**config.mk**
```make
export PLATFORM = sky130hd
export DESIGN_NAME = adder_feeder
export DESIGN_NICKNAME = d
export VERILOG_FILES = /design/src/rtl/adder_feeder.sv
export SDC_FILE = /design/constraint.sdc
export NUM_CORES = 1
export LEC_CHECK = 0
export CAP_MARGIN = 25
export CORE_ASPECT_RATIO = 0.5
export CORE_MARGIN = 2
export CORE_UTILIZATION = 40
export CTS_BUF_LIST = sky130_fd_sc_hd__clkbuf_8
export CTS_CLUSTER_SIZE = 30
export DETAILED_ROUTE_END_ITERATION = 8
export HOLD_SLACK_MARGIN = 0.1
export PLACE_DENSITY = 0.83
export SYNTH_ARGS = -nofsm -noshare
export SYNTH_HDL_FRONTEND = slang
export SYNTH_SLANG_ARGS = --single-unit
```
**constraint.sdc**
```tcl
create_clock -name clk_i -period 1.8 [get_ports clk_i]
set_input_delay 0.27 -clock clk_i [delete_from_list [all_inputs] [get_ports clk_i]]
set_output_delay 0.27 -clock clk_i [all_outputs]
set_load 0.005 [all_outputs]
```
**src/rtl/adder_feeder.sv**
```systemverilog
// Serial-to-parallel operand gatherer for the registered adder: collects Num words per group,
// zero-pads early-terminated groups and presents each group with a one-cycle valid strobe.
module adder_feeder #(
  parameter int unsigned Bits = 32,
  parameter int unsigned Num  = 2,
  parameter int unsigned Cw   = $clog2(Num + 1)
) (
  input  logic                     clk_i,
  input  logic                     rst_i,
  input  logic                     in_valid_i,
  input  logic [Bits-1:0]          in_data_i,
  input  logic                     in_last_i,
  output logic                     in_ready_o,
  input  logic                     hold_i,
  output logic                     valid_o,
  output logic [Num-1:0][Bits-1:0] data_o,
  output logic [Cw-1:0]            cnt_o
);

  localparam int unsigned IdxW = (Num > 1) ? $clog2(Num) : 1;

  logic [Num-1:0][Bits-1:0] r_q, r_d;
  logic [IdxW-1:0]          idx_q, idx_d;
  logic [Cw-1:0]            cnt_q, cnt_d;
  logic                     full_q, full_d;

  logic accept;
  logic last_slot;
  logic complete;

  assign in_ready_o = !full_q || !hold_i;
  assign accept     = in_valid_i && in_ready_o;
  assign last_slot  = (idx_q == IdxW'(Num - 1));
  assign complete   = accept && (last_slot || in_last_i);

  assign valid_o = full_q && !hold_i;
  assign data_o  = r_q;
  assign cnt_o   = cnt_q;

  always_comb begin
    r_d    = r_q;
    idx_d  = idx_q;
    cnt_d  = cnt_q;
    full_d = (full_q && hold_i) || complete;
    if (accept) begin
      r_d[idx_q] = in_data_i;
      if (complete) begin
        // Slots past the terminating word are zero-padded for a short group.
        for (int k = 0; k < int'(Num); k++) begin
          if (k > int'(idx_q)) r_d[k] = '0;
        end
        cnt_d = Cw'(idx_q) + Cw'(1);
        idx_d = '0;
      end else begin
        idx_d = IdxW'(idx_q + 1'b1);
      end
    end
  end

  always_ff @(posedge clk_i or posedge rst_i) begin
    if (rst_i) begin
      r_q    <= '0;
      idx_q  <= '0;
      cnt_q  <= '0;
      full_q <= 1'b0;
    end else begin
      r_q    <= r_d;
      idx_q  <= idx_d;
      cnt_q  <= cnt_d;
      full_q <= full_d;
    end
  end

endmodule

```
Word level (Yosys, flattened, before mapping)
Cells that the tools add are included.

Flip-flop bits (word level): 68. Output and inout bits: 68. Word-level logic and storage cells: 27.

$add $sub $neg: 2. Order comparisons: 3. Muxes and demuxes: 6. Reductions and logical operators: 11.

Operators with widths (number): $mux W32 (3); $bwmux W64 (1); $demux W32 S1 (1); $logic_and A1 B1 Y1 (5); $logic_or A1 B1 Y1 (3); $add A1 B1 Y2 const B (1); $logic_not A1 Y1 (2); $lt A1 B2 Y1 const B (1); $reduce_and A2 Y1 (1); $add A1 B1 Y1 const B (1); $ge A1 B1 Y1 const B (1); $gt A1 B1 Y1 const A (1); $mux W1 (1).

Longest topological paths before layout
Depth in word-level cells: 7. Depth in mapped cells: 5. Depth with buffers taken out: 3.

Worst setup path after synthesis
OpenSTA, ideal clock, no wires.

Kind: register -> register. Start point: reg full_q. End point: reg r_q (netlist bit data_o[0]). Data arrival time: 1.203 ns. Required time: 1.675 ns. Slack: 0.471 ns. Stages on the path, launching flop included: 6. Cell sequence: dfrtp_1 -> nand2_2 -> and3b_1 -> buf_6 -> buf_12 -> mux2_4.

Longest elaborated chain between the ends: 3.

RTL lines: start: declaration (line 25) `logic full_q, full_d;`; start signal: assignment (line 70) `full_q <= full_d;`; $logic_not A1 Y1 (line 31) `assign in_ready_o = !full_q || !hold_i;`; $logic_or A1 B1 Y1 (line 31); via in_ready_o (line 13) `output logic in_ready_o,`; $logic_and A1 B1 Y1 (line 32) `assign accept = in_valid_i && in_ready_o;`; end signal: assignment (line 67) `r_q <= r_d;`; end: declaration (line 22) `logic [Num-1:0][Bits-1:0] r_q, r_d;`.

The timed path passes the listed nets, and every way through them passes these cells. A chain may end at the register's enable or synchronous reset.

Final worst setup path
Start point: in hold_i. End point: out valid_o.

Longest elaborated chain between the ends: 2.

RTL lines: start: declaration (line 14) `input logic hold_i,`; $logic_not A1 Y1 (line 36) `assign valid_o = full_q && !hold_i;`; $logic_and A1 B1 Y1 (line 36); end: declaration (line 15) `output logic valid_o,`.

No other way between the ends.

==> Flow_metrics.wiki <==
{| class="wikitable"
! Metric !! Value
|-
| Run status || complete, no violations
|-
| Largest net degree at the start of global routing || 69
|-
| Internal power || 4.04 mW
|-
| Multi-input combinational cell area || 830 sq um
|-
| Post-DR vias/cell || 4.98
|-
| Post-Layout Cell Count || 355
|-
| Total I/O pin count || 105
|-
| Endpoint required time on the critical path || 1.53 ns
|-
| CTS resizes || 0
|-
| Share of final-layout standard cells stronger than drive strength 1 || 21.7%
|-
| Kind of start point of the critical path || input port
|-
| H-Tree Level Count || 3
|-
| N_diodes || 0
|-
| Final ANT Viol Nets || 0
|-
| Length of the first detailed-routing pass in iterations || 4
|-
| Syn Area/Cell || 17.2 sq um
|-
| Fillers || 433
|-
| Total placed cells including tap cells || 340
|-
| Root Buffer || sky130_fd_sc_hd__clkbuf_8
|-
| Number of rows created at floorplan || 20
|-
| Switching part of the total power || 25.8%
|-
| Max incr delay on CP || 0.49 ns
|-
| Yosys cell types || 18
|-
| Wire length per cell after detailed routing || 18.3 um
|-
| Reported net switching power || 1.40 mW
|-
| Clock tree from TritonCTS || built
|-
| Routability congestion estimate || 0.759
|-
| Final Cycle Share || 93.7%
|-
| Critical path cell sequence || clkdlybuf4s50_1 -> and2b_2 -> clkdlybuf4s50_1
|-
| Power Density || 1360 nW/um^2
|-
| Wire length of the first global-routing pass || 10.3 mm
|-
| Post-CTS repair timing setup buffer count || 0
|-
| Total via count in the routed design || 1769
|-
| Vias in the first global route || 1959
|-
| Die ar. || 7360 sq um
|-
| Number of antenna violations at the first check in global routing || 0
|-
| Warning count from the yosys run || 0
|-
| Total of max-cap violations || 0
|-
| NumNets Final || 300
|-
| Cell leakage power || 1.78 nW
|-
| Fraction of the yosys area taken by sequential cells || 63.9%
|-
| FF-to-FF path depth || 3
|-
| Max Clk Rate || 593 MHz
|-
| Clock network fraction of total power || 25.0%
|-
| Layout-stage area growth over the synthesis result || 49.8%
|-
| Overflow after GRT || 0
|-
| Final hold violations || 0
|-
| Residual DRC || 0
|-
| Total of endpoints with negative setup slack in the final report || 0
|-
| Summed instance area of the synthesized netlist || 2660 sq um
|-
| Final design instance area without fill || 3990 sq um
|-
| Post-detailed-routing wire length || 6.48 mm
|-
| Data arrival time of the critical path || 1.42 ns
|-
| Clock Path Buffers || 2
|-
| Clock transition at the register clock pins on the worst setup and hold paths after CTS || 0.07 ns
|-
| CP bufs+invs || 2
|-
| Min Clock Period, post-route || 1.69 ns
|-
| Overall track demand over capacity in global routing || 18.9%
|-
| Relative slew margins || 53.8%
|-
| Clk_lat worst skew || 0.34 ns
|-
| Number of clock sinks seen by CTS || 68
|-
| Final setup TNS || 0 ns
|-
| Register share of total power || 41.5%
|-
| Die extent in x || 119 um
|-
| Count of mapped cells out of synthesis || 155
|-
| Post-route core utilization || 63.7%
|-
| Final setup skew || 0.00694 ns
|-
| CP endpoint kind || output pin
|-
| Largest delay contributor family on the critical path || buffers and inverters
|-
| Storage element area || 1700 sq um
|-
| Total clock buffers created by CTS || 9
|-
| Synthesized net count || 192
|-
| Peak ir drop on the vdd network || 0.527 mV
|-
| Slowest CP cell || sky130_fd_sc_hd__clkdlybuf4s50_1
|-
| Hpwl dp || 4.39 mm
|-
| Critical Setup Path Class || input port to output pin
|-
| Combinational Power Share || 33.5%
|-
| Placeable core area || 6260 sq um
|-
| Synthesized flop and latch total || 68
|-
| Starting density of the core || 42.6%
|-
| Violation count after the first detailed-route iteration || 161
|-
| Min-Delay Path Class || input port to async pin
|-
| Least-Margin Pin Slew || 0.693 ns
|-
| Die height || 61.7 um
|-
| Dpl cell area || 3770 sq um
|-
| Number of pins exceeding their max-slew limit in the final report || 0
|-
| I/O Buffers || 104
|-
| Stages on worst setup path || 3
|-
| Unrepaired setup endpoints after global routing || false
|-
| Hold buffer count at CTS || 0
|-
| Crit-path most repeated cell || sky130_fd_sc_hd__clkdlybuf4s50_1
|-
| Crit Path Max Fanout || 2
|}
[routing by layer]
metal | track usage, % | part of all wire, % | up-vias
li1 | - | - | 778
met1 | 23.0 | 43 | 930
met2 | 31.3 | 50 | 44
met3 | 6.93 | 4.5 | 17
met4 | 8.74 | 2.4 | 0
met5 | 0 | 0 | -
[synthesized netlist by cell type, drive strengths merged]
| library cell | count | area (sq um) |
|---|---|---|
| and2b | 1 | 8.76 |
| mux2 | 32 | 473 |
| a22o | 32 | 280 |
| dfrtp | 68 | 1700 |
| a21o | 2 | 16.3 |
| and3b | 1 | 8.76 |
| nand2 | 2 | 10.0 |
| and3 | 1 | 7.51 |
| and2 | 1 | 6.26 |
| a21oi | 1 | 5.00 |
| buf | 11 | 125 |
| o211ai | 1 | 12.5 |
| inv | 2 | 7.51 |
[layout by cell type (no fill, tap or decap), drive strengths merged]
cell / netlist / final
mux2: 32 / 32
nand2: 2 / 2
a22o: 32 / 32
bufinv: 0 / 2
dfrtp: 68 / 68
o211ai: 1 / 1
clkinvlp: 0 / 2
a21oi: 1 / 1
buf: 11 / 4
clkinv: 0 / 3
inv: 2 / 1
and3: 1 / 1
and3b: 1 / 1
clkbuf: 0 / 9
clkdlybuf4s50: 0 / 104
and2b: 1 / 1
and2: 1 / 1
a21o: 2 / 2
[through the flow]
step | total power, mW | hold WS, ns | setup slack (ns)
floorplan | 2.98 | 0.410 | 0.471
global placement | 4.05 | 0.467 | 0.0292
detailed placement | 4.10 | 0.474 | -0.0512
CTS | 5.50 | 0.364 | 0.104
global route | 5.71 | 0.392 | 0.0757
finish | 5.44 | 0.364 | 0.113
[power groups by stage]
stage	Combinational [mW]	Clock (mW)	Sequential, mW
finish	1.82	1.36	2.26
global route	1.94	1.46	2.31
CTS	1.85	1.39	2.26
detailed placement	1.84	0	2.26
global placement	1.79	0	2.26
floorplan	0.720	0	2.26
[area by class of cell]
type	instances	area share [%]
Clock buffer	9	3.11
Clock inverter	6	2.26
Inverter	2	0.282
Multi-Input combinational cell	74	20.8
Sequential cell	68	42.7
Tap cell	88	2.76
Timing Repair Buffer	108	28.1
[sequential cells by signal, indices dropped and copies added (netlist names)]
signal	flops
data_o	64
idx_q	1
cnt_o	2
full_q	1
[cells by family (layout without fill, tap and decap cells)]
logic type      count (synthesis)  in the layout  share of synthesized area, %
flops                          68             68                          63.9
compound gates                 36             36                          11.8
mux                            32             32                          17.8
buf+inv                        13            125                          4.98
simple gates                    6              6                          1.55
[path summary, 6_finish.rpt]
| check | from | endpoint | slack [ns] |
|---|---|---|---|
| max | hold_i | valid_o | 0.11 |
| min | rst_i | data_o[57] | 0.36 |
| max reg2reg | full_q | data_o[55] | 0.29 |
| min reg2reg | cnt_o[1] | cnt_o[1] | 0.48 |
| max in group asynchronous | rst_i | data_o[26] | 1.16 |
| min in group clk_i | cnt_o[1] | cnt_o[1] | 0.48 |
[worst reg2reg max path, delay by kind of cell, from the launching register on]
family,cells,cell delay (ns)
flip-flops,1,0.39
AND/OR/NAND/NOR,2,0.77
AO/OA/AOI/OAI,1,0.29
Power figures use the tool's default switching activity.
